==> src/rtl/spi_flash_reader.sv <==
// -----------------------------------------------------------------------------
// spi_flash_reader
//
// WISHBONE slave that streams bytes out of a SPI configuration flash. The host
// programs a 24-bit start address and a byte count, writes GO, and the block
// issues a READ command followed by the address, then clocks the requested
// number of data bytes into a receive FIFO that the host drains through the
// DATA register. SCK is held low whenever the FIFO is full at the start of a
// byte, so no byte is ever lost.
//
// Optional build macro: SPI_FAST_READ_EN
//   defined   : opcode 8'h0B, 8 dummy SCK cycles between address and data,
//               CTRL/STAT bit31 reads 1.
//   undefined : opcode READ_CMD, no dummy cycles, CTRL/STAT bit31 reads 0.
//
// Ports
//   clk_i, rst_n_i   system clock, asynchronous active-low reset
//   cyc_i, stb_i     WISHBONE cycle/strobe (ack_o = cyc_i & stb_i)
//   we_i, adr_i      write enable, byte address (adr_i[3:2] selects register)
//   dat_i, sel_i     write data, byte selects (ignored, full-word writes)
//   dat_o, ack_o     read data, acknowledge (zero wait states)
//   err_o, rty_o     tied low
//   CS_B, SCK, MOSI  SPI outputs (mode 0, MSB first)
//   MISO             SPI input
//
// Register map (adr_i[3:2])
//   0 CTRL/STAT  W: bit0 GO, bit1 ABORT, bit2 clear FIFO + sticky bits
//                R: bit0 BUSY, bit1 DONE, bit2 UFLOW, [15:8] FIFO count,
//                   bit31 fast-read build
//   1 ADDR       [23:0]
//   2 LENGTH     [15:0]
//   3 DATA       R: pop {not_empty, 23'b0, byte}; empty read returns 0, sets UFLOW
// -----------------------------------------------------------------------------
module spi_flash_reader #(
    parameter int unsigned CLK_DIV   = 2,
    parameter int unsigned FIFO_LOG2 = 4,
    parameter logic [7:0]  READ_CMD  = 8'h03
) (
    input  logic        clk_i,
    input  logic        rst_n_i,
    input  logic        cyc_i,
    input  logic        stb_i,
    input  logic        we_i,
    input  logic [5:0]  adr_i,
    input  logic [31:0] dat_i,
    input  logic [3:0]  sel_i,
    output logic [31:0] dat_o,
    output logic        ack_o,
    output logic        err_o,
    output logic        rty_o,
    output logic        CS_B,
    output logic        SCK,
    output logic        MOSI,
    input  logic        MISO
);

    localparam int unsigned            LP_CW      = FIFO_LOG2 + 1;
    localparam logic [LP_CW-1:0]       LP_FULL    = LP_CW'(1 << FIFO_LOG2);
    localparam logic [LP_CW-1:0]       LP_CNT_ONE = LP_CW'(1);
    localparam logic [FIFO_LOG2-1:0]   LP_PTR_ONE = FIFO_LOG2'(1);
    localparam logic [7:0]             LP_RELOAD  = 8'(CLK_DIV - 1);

`ifdef SPI_FAST_READ_EN
    localparam logic [7:0] LP_OPCODE = 8'h0B;
    localparam logic       LP_FAST   = 1'b1;
`else
    localparam logic [7:0] LP_OPCODE = READ_CMD;
    localparam logic       LP_FAST   = 1'b0;
`endif

    typedef enum logic [2:0] {
        ST_IDLE  = 3'd0,
        ST_SETUP = 3'd1,
        ST_CMD   = 3'd2,
        ST_ADDR  = 3'd3,
`ifdef SPI_FAST_READ_EN
        ST_DUMMY = 3'd4,
`endif
        ST_DATA  = 3'd5,
        ST_HOLD  = 3'd6
    } state_t;

    // FSM / shift engine
    state_t             r_state, w_state_nxt;
    logic [7:0]         r_div, w_div_nxt;
    logic               r_sck, w_sck_nxt;
    logic [4:0]         r_bits, w_bits_nxt;
    logic [31:0]        r_tx, w_tx_nxt;
    logic [7:0]         r_rx, w_rx_nxt;
    logic [15:0]        r_bytes, w_bytes_nxt;
    logic               r_abort_pend;
    logic               r_cs_b, w_cs_b_nxt;
    logic               r_mosi, w_mosi_nxt;
    logic               w_push;
    logic               w_fsm_done;
    logic               w_tick;
    logic               w_stall;

    // Host-visible registers
    logic [23:0]        r_addr;
    logic [15:0]        r_length;
    logic               r_done;
    logic               r_uflow;

    // Receive FIFO
    logic [7:0]         r_mem [0:(1 << FIFO_LOG2)-1];
    logic [FIFO_LOG2-1:0] r_wptr, r_rptr;
    logic [LP_CW-1:0]   r_count;

    // Bus decode
    logic               w_acc, w_wr, w_rd;
    logic               w_go, w_abort, w_clr;
    logic               w_data_rd, w_empty, w_full, w_pop;
    logic               w_done_set, w_busy;
    logic [31:0]        w_dat;
    logic               w_unused_bits;

    assign w_acc     = cyc_i & stb_i;
    assign w_wr      = w_acc & we_i;
    assign w_rd      = w_acc & ~we_i;
    assign w_go      = w_wr & (adr_i[3:2] == 2'd0) & dat_i[0];
    assign w_abort   = w_wr & (adr_i[3:2] == 2'd0) & dat_i[1];
    assign w_clr     = w_wr & (adr_i[3:2] == 2'd0) & dat_i[2];
    assign w_data_rd = w_rd & (adr_i[3:2] == 2'd3);
    assign w_empty   = (r_count == {LP_CW{1'b0}});
    assign w_full    = (r_count == LP_FULL);
    assign w_pop     = w_data_rd & ~w_empty;
    assign w_busy    = (r_state != ST_IDLE);
    assign w_tick    = (r_div == 8'd0);
    // A new data byte may not start its first SCK rise while the FIFO is full.
    assign w_stall   = (r_state == ST_DATA) & ~r_sck & (r_bits == 5'd7) & w_full;
    assign w_done_set = w_fsm_done | (w_go & (r_state == ST_IDLE) & (r_length == 16'd0));

    assign w_unused_bits = ^{sel_i, adr_i[5:4], adr_i[1:0], dat_i[31:24]};

    assign ack_o = w_acc;
    assign err_o = 1'b0;
    assign rty_o = 1'b0;
    assign dat_o = w_dat;
    assign CS_B  = r_cs_b;
    assign SCK   = r_sck;
    assign MOSI  = r_mosi;

    // Pin values follow the next state so CS_B/MOSI change together with it.
    assign w_cs_b_nxt = (w_state_nxt == ST_IDLE) | (w_state_nxt == ST_HOLD);
    assign w_mosi_nxt = ((w_state_nxt == ST_CMD) | (w_state_nxt == ST_ADDR)) ? w_tx_nxt[31] : 1'b0;

    // Read data multiplexer
    always_comb begin
        w_dat = 32'h0000_0000;
        case (adr_i[3:2])
            2'd0: w_dat = {LP_FAST, 15'h0000, 8'(r_count), 5'b00000, r_uflow, r_done, w_busy};
            2'd1: w_dat = {8'h00, r_addr};
            2'd2: w_dat = {16'h0000, r_length};
            2'd3: begin
                if (w_empty) begin
                    w_dat = 32'h0000_0000;
                end else begin
                    w_dat = {1'b1, 23'h000000, r_mem[r_rptr]};
                end
            end
            default: w_dat = 32'h0000_0000;
        endcase
    end

    // Next-state and shift-engine logic
    always_comb begin
        w_state_nxt = r_state;
        w_div_nxt   = r_div;
        w_sck_nxt   = r_sck;
        w_bits_nxt  = r_bits;
        w_tx_nxt    = r_tx;
        w_rx_nxt    = r_rx;
        w_bytes_nxt = r_bytes;
        w_push      = 1'b0;
        w_fsm_done  = 1'b0;
        case (r_state)
            ST_IDLE: begin
                w_sck_nxt = 1'b0;
                w_div_nxt = LP_RELOAD;
                if (w_go && (r_length != 16'd0)) begin
                    w_state_nxt = ST_SETUP;
                    w_tx_nxt    = {LP_OPCODE, r_addr};
                    w_bytes_nxt = r_length;
                end else begin
                    w_state_nxt = ST_IDLE;
                end
            end
            ST_SETUP: begin
                if (r_abort_pend) begin
                    w_state_nxt = ST_HOLD;
                    w_div_nxt   = LP_RELOAD;
                end else if (w_tick) begin
                    w_state_nxt = ST_CMD;
                    w_bits_nxt  = 5'd7;
                    w_div_nxt   = LP_RELOAD;
                end else begin
                    w_div_nxt = r_div - 8'd1;
                end
            end
`ifdef SPI_FAST_READ_EN
            ST_CMD, ST_ADDR, ST_DUMMY, ST_DATA: begin
`else
            ST_CMD, ST_ADDR, ST_DATA: begin
`endif
                if (!r_sck) begin
                    // Low half: the only place an abort or a full-FIFO stall can act.
                    if (r_abort_pend) begin
                        w_state_nxt = ST_HOLD;
                        w_div_nxt   = LP_RELOAD;
                    end else if (w_stall) begin
                        w_div_nxt = LP_RELOAD;
                    end else if (w_tick) begin
                        w_sck_nxt = 1'b1;
                        w_div_nxt = LP_RELOAD;
                        w_rx_nxt  = {r_rx[6:0], MISO};
                    end else begin
                        w_div_nxt = r_div - 8'd1;
                    end
                end else begin
                    if (w_tick) begin
                        w_sck_nxt = 1'b0;
                        w_div_nxt = LP_RELOAD;
                        w_tx_nxt  = {r_tx[30:0], 1'b0};
                        if (r_abort_pend) begin
                            // Falling edge is a low point: drop any partial byte.
                            w_state_nxt = ST_HOLD;
                        end else if (r_bits != 5'd0) begin
                            w_bits_nxt = r_bits - 5'd1;
                        end else begin
                            case (r_state)
                                ST_CMD: begin
                                    w_state_nxt = ST_ADDR;
                                    w_bits_nxt  = 5'd23;
                                end
                                ST_ADDR: begin
`ifdef SPI_FAST_READ_EN
                                    w_state_nxt = ST_DUMMY;
`else
                                    w_state_nxt = ST_DATA;
`endif
                                    w_bits_nxt  = 5'd7;
                                end
`ifdef SPI_FAST_READ_EN
                                ST_DUMMY: begin
                                    w_state_nxt = ST_DATA;
                                    w_bits_nxt  = 5'd7;
                                end
`endif
                                ST_DATA: begin
                                    w_push      = 1'b1;
                                    w_bytes_nxt = r_bytes - 16'd1;
                                    w_bits_nxt  = 5'd7;
                                    if (r_bytes == 16'd1) begin
                                        w_state_nxt = ST_HOLD;
                                    end else begin
                                        w_state_nxt = ST_DATA;
                                    end
                                end
                                default: w_state_nxt = ST_IDLE;
                            endcase
                        end
                    end else begin
                        w_div_nxt = r_div - 8'd1;
                    end
                end
            end
            ST_HOLD: begin
                w_sck_nxt = 1'b0;
                if (w_tick) begin
                    w_state_nxt = ST_IDLE;
                    w_fsm_done  = 1'b1;
                end else begin
                    w_div_nxt = r_div - 8'd1;
                end
            end
            default: begin
                w_state_nxt = ST_IDLE;
                w_sck_nxt   = 1'b0;
                w_div_nxt   = LP_RELOAD;
            end
        endcase
    end

    // FSM state, shift engine and SPI pin registers
    always_ff @(posedge clk_i or negedge rst_n_i) begin
        if (!rst_n_i) begin
            r_state <= ST_IDLE;
            r_div   <= LP_RELOAD;
            r_sck   <= 1'b0;
            r_bits  <= 5'd0;
            r_tx    <= 32'h0000_0000;
            r_rx    <= 8'h00;
            r_bytes <= 16'h0000;
            r_cs_b  <= 1'b1;
            r_mosi  <= 1'b0;
        end else begin
            r_state <= w_state_nxt;
            r_div   <= w_div_nxt;
            r_sck   <= w_sck_nxt;
            r_bits  <= w_bits_nxt;
            r_tx    <= w_tx_nxt;
            r_rx    <= w_rx_nxt;
            r_bytes <= w_bytes_nxt;
            r_cs_b  <= w_cs_b_nxt;
            r_mosi  <= w_mosi_nxt;
        end
    end

    // Abort request, held until the engine reaches HOLD or IDLE
    always_ff @(posedge clk_i or negedge rst_n_i) begin
        if (!rst_n_i) begin
            r_abort_pend <= 1'b0;
        end else if (w_abort && (r_state != ST_IDLE) && (r_state != ST_HOLD)) begin
            r_abort_pend <= 1'b1;
        end else if ((w_state_nxt == ST_IDLE) || (w_state_nxt == ST_HOLD)) begin
            r_abort_pend <= 1'b0;
        end
    end

    // Host registers and sticky status bits
    always_ff @(posedge clk_i or negedge rst_n_i) begin
        if (!rst_n_i) begin
            r_addr   <= 24'h000000;
            r_length <= 16'h0000;
            r_done   <= 1'b0;
            r_uflow  <= 1'b0;
        end else begin
            if (w_wr && (adr_i[3:2] == 2'd1)) begin
                r_addr <= dat_i[23:0];
            end
            if (w_wr && (adr_i[3:2] == 2'd2)) begin
                r_length <= dat_i[15:0];
            end
            // A completion that coincides with a clear still gets reported.
            r_done  <= w_done_set | (r_done & ~w_clr);
            r_uflow <= (w_data_rd & w_empty) | (r_uflow & ~w_clr);
        end
    end

    // FIFO pointers and occupancy; a clear empties it but keeps a same-cycle push
    always_ff @(posedge clk_i or negedge rst_n_i) begin
        if (!rst_n_i) begin
            r_wptr  <= {FIFO_LOG2{1'b0}};
            r_rptr  <= {FIFO_LOG2{1'b0}};
            r_count <= {LP_CW{1'b0}};
        end else begin
            if (w_push) begin
                r_wptr <= r_wptr + LP_PTR_ONE;
            end
            if (w_clr) begin
                r_rptr  <= r_wptr;
                r_count <= {{FIFO_LOG2{1'b0}}, w_push};
            end else begin
                if (w_pop) begin
                    r_rptr <= r_rptr + LP_PTR_ONE;
                end
                case ({w_push, w_pop})
                    2'b10:   r_count <= r_count + LP_CNT_ONE;
                    2'b01:   r_count <= r_count - LP_CNT_ONE;
                    default: r_count <= r_count;
                endcase
            end
        end
    end

    // FIFO storage
    always_ff @(posedge clk_i) begin
        if (w_push) begin
            r_mem[r_wptr] <= r_rx;
        end
    end

endmodule

==> config.mk <==
export PLATFORM = sky130hd
export DESIGN_NAME = spi_flash_reader
export DESIGN_NICKNAME = d
export VERILOG_FILES = /design/src/rtl/spi_flash_reader.sv
export SDC_FILE = /design/constraint.sdc
export NUM_CORES = 1
export LEC_CHECK = 0
export CAP_MARGIN = 5
export CORE_MARGIN = 3
export CORE_UTILIZATION = 60
export CTS_BUF_LIST = sky130_fd_sc_hd__clkbuf_8
export DETAILED_ROUTE_END_ITERATION = 6
export GPL_ROUTABILITY_DRIVEN = 1
export GPL_TIMING_DRIVEN = 0
export PLACE_DENSITY = 0.79
export SLEW_MARGIN = 5
export SYNTH_ARGS = -nofsm -noshare
export SYNTH_HDL_FRONTEND = slang
export SYNTH_SLANG_ARGS = --single-unit
==> constraint.sdc <==
create_clock -name clk_i -period 3.64 [get_ports clk_i]
set_input_delay 0.546 -clock clk_i [delete_from_list [all_inputs] [get_ports clk_i]]
set_output_delay 0.546 -clock clk_i [all_outputs]
set_load 0.02 [all_outputs]
==> flow_metrics.tcl <==
set metrics [dict create \
    fmax_mhz 280 \
    reg2reg_depth 11 \
    crit_buf_inv 3 \
    drtPass1Iterations 7 \
    path_max_fanout 4 \
    diodes 0 \
    dieArea_um2 21300 \
    tightest_slew_ps 834 \
    synth-compound-area-share_pct 9.04 \
    syn_avg_cell_area_um2 13.1 \
    finClkSkew_ps 35.9 \
    port_buffers 59 \
    synthSimpleGateAreaFrac_pct 11.5 \
    clk_path_buf_depth 3 \
    cts_inserted_buffers 41 \
    final_antenna_net_count 0 \
    fp.dieH_um 146 \
    start_util_pct 61.9 \
    power.total_mw 7.42 \
    clk_pin_slew_worst_paths_ps 60 \
    end_kind "output port" \
    placementRows 50 \
    crit_required_ps 3090 \
    drt-total-wl_um 27800 \
    synthAdderAreaFrac_pct 1.66 \
    synth_mux_area_share_pct 12.9 \
    htreeDepth 2 \
    final-hold-violation-count 0 \
    crit_arrival_ps 3030 \
    vdd_drop_max_mv 0.402 \
    grt_pass1_wl_um 44000 \
    slew-limit-headroom_pct 43.6 \
    synth_ff_type "dfrtp_1" \
    grt_max_degree 91 \
    cts_tree "built" \
    rr_endpoint "r_count[4]$_DFFE_PN0P_" \
    synth_top_family_by_area "multiplexers" \
    ys_ff_latch 259 \
    max_stage_delay_ps 500 \
    rsz0062_at_grt "no" \
    clkLatencyLatePin_ps 580 \
    fin_ws_ps 67.3 \
    synth_edf_count 128 \
    gp_congestion 1.00 \
    pre_cts_slack_ps -94.7 \
    cts-root-buf "clkbuf_8" \
    placed_area_um2 12700 \
    synthCells 897 \
    post-route-period-util_pct 98.2 \
    antenna_found_initial 0 \
    ios 86 \
    slew_viol_final 0 \
    overflow 0 \
    fin_util_pct 71.9 \
    hold_path.class "input port to async pin" \
    grt_pass1_vias 7881 \
    syn_area_um2 11700 \
    synth_cell_types 65 \
    wl_per_cell_um 21.3 \
    stdcell_area_um2 13600 \
    path_cells "buf_6, buf_12, mux4_2, mux4_2, and2_4, mux4_2, buf_6" \
    synth-async-reset-ratio_pct 50.6 \
    cts.sinks 259 \
    synthXorXnorAreaFrac_pct 1.12 \
    setup.worst_path.class "flip-flop to output port" \
    critical_path.top_delay_family "multiplexers" \
    layout-drive-gt1-share_pct 19.3 \
    maxCapViolCount 0 \
    dpl.hpwl_um 19200 \
    min_period_ps 3570 \
    syn_to_final_growth_pct 16.0 \
    nets 1076 \
    cp-start-kind "flip-flop" \
    yosysWarnings 0 \
    whs_ps 472 \
    core-area_um2 19000 \
    worst_path_max_delay_cell "mux4_2" \
    r2r-start "r_div[0]$_DFFE_PN1N_" \
    dr_total_vias 8012 \
    die_w_um 146 \
    grt.total_usage_pct 26.2 \
    p_per_area_nw_per_um2 545 \
    status "complete, no violations" \
    finalSetupViolations 0 \
    r2r_setup_slack_ps 350 \
    total_leakage_power_nw 5.41 \
    yosysSeqAreaShare_pct 60.7 \
    drc 0 \
    initialDrtViolationCount 839 \
    worst_path_most_repeated_cell "mux4_2" \
    via_per_inst 6.14 \
]
-- worst max-delay path by stage --
stage / from / end / slack, ps / cells past startpoint
after floorplan: adr_i[2] / r_count[4]$_DFFE_PN0P_ / 860 / 10
after global placement: rst_n_i / r_tx[8]$_DFFE_PN0P_ / -3290 / 1
after detailed placement: r_count[0]$_DFFE_PN0P_ / dat_o[5] / -90 / 6
after CTS: r_rptr[3]$_DFFE_PN0P_ / dat_o[4] / 40 / 7
after global routing: r_rptr[0]$_DFFE_PN0P_ / dat_o[0] / 2 / 7
final: r_rptr[0]$_DFFE_PN0P_ / dat_o[0] / 70 / 7
-- cells in the final DEF (no fill, tap or decap), types with 5 or more instances in the layout --
cell type and instances:
dlygate4sd2_1 6, clkdlybuf4s50_1 50, nor2b_1 14, xor2_1 5
conb_1 9, clkbuf_2 5, nand3_1 13, mux2_2 48
a21o_1 5, and2_1 22, nand2b_1 8, o2bb2ai_1 5
a31oi_1 7, dfrtp_1 129, a22oi_1 26, ha_1 14
xnor2_1 10, a211oi_1 6, nor2_1 45, inv_1 34
nor4_1 8, mux4_2 37, and4_1 5, a21oi_1 36
edfxtp_1 128, or2_2 5, a211oi_2 5, buf_2 11
buf_6 5, mux2i_1 13, nor3_1 19, or3_1 5
nand2_1 100, o21ai_0 40, clkbuf_1 25, buf_4 14
clkbuf_8 46
-- kinds of logic (layout without fill, tap and decap cells) --
kind of cell / count (synthesis) / after routing
buf+inv: 77 / 216
simple gates: 269 / 269
compound gates: 163 / 163
fa+ha+maj: 15 / 15
other cells: 1 / 9
flops: 259 / 259
xor+xnor: 15 / 15
mux: 98 / 98
-- timing repair --
| action | CTS | global route |
|---|---|---|
| hold buffers | 1 | 0 |
| buffers inserted | 4 | 1 |
| pin swaps | 0 | 2 |
| hold endpoints to repair | 40 | 0 |
| resized for setup | 37 | 7 |
| setup endpoints to repair | 9 | 12 |
-- routing by layer --
| layer | track usage, % | routed length [µm] |
|---|---|---|
| met5 | 0 | 0 |
| met4 | 6.13 | 367 |
| met3 | 5.95 | 2380 |
| met2 | 40.1 | 13200 |
| met1 | 39.1 | 11800 |
-- synth_stat cells, types with 5 or more instances --
cell type | n | share of area (%)
edfxtp_1 | 128 | 33
nand3_1 | 13 | 0.55
or3_1 | 5 | 0.27
nor2b_1 | 14 | 0.75
a21o_1 | 5 | 0.32
o21ai_0 | 40 | 1.7
inv_1 | 18 | 0.58
mux2i_1 | 13 | 1.1
or2_2 | 5 | 0.27
buf_4 | 9 | 0.58
ha_1 | 14 | 1.5
clkbuf_1 | 30 | 0.96
buf_2 | 15 | 0.64
nand2b_1 | 8 | 0.43
nor2_1 | 45 | 1.4
dfrtp_1 | 129 | 27
mux4_2 | 34 | 6.5
nor3_1 | 20 | 0.85
a21oi_1 | 36 | 1.5
a211oi_1 | 10 | 0.64
and4_1 | 5 | 0.37
a22oi_1 | 26 | 1.7
xnor2_1 | 10 | 0.75
nor4_1 | 9 | 0.48
a31oi_1 | 7 | 0.37
o2bb2ai_1 | 5 | 0.37
mux2_2 | 48 | 4.6
nand2_1 | 100 | 3.2
xor2_1 | 5 | 0.37
and2_1 | 23 | 1.2
-- final cells by class --
class | count | area (µm²)
Sequential cell | 259 | 7120
Fill cell | 1271 | 5330
Multi-Input combinational cell | 569 | 4320
Timing Repair Buffer | 65 | 661
Clock buffer | 46 | 633
Buffer | 59 | 330
Tap cell | 260 | 325
Clock inverter | 28 | 161
Inverter | 18 | 67.6
-- state kept, by name, summed over array words and instances (netlist names), 4 cells and up --
name	count
r_addr	24
r_bits	5
r_bytes	16
r_count	5
r_div	8
r_length	16
r_mem	128
r_rptr	4
r_rx	8
r_tx	32
r_wptr	4
-- through the flow --
step	setup TNS, ps	cells
global route	0	1304
CTS	0	1303
global placement	-426510	1224
floorplan	0	905
finish	0	1304
detailed placement	-296	1225
-- power breakdown --
group          leakage (nW)  internal [mW]  switching, mW  total [mW]
clock network         0.469           1.24           1.14        2.39
logic                  2.09          0.698          0.722        1.42
registers              2.85           3.32          0.296        3.61
total                  5.41           5.26           2.16        7.42
Power figures use the tool's default switching activity.
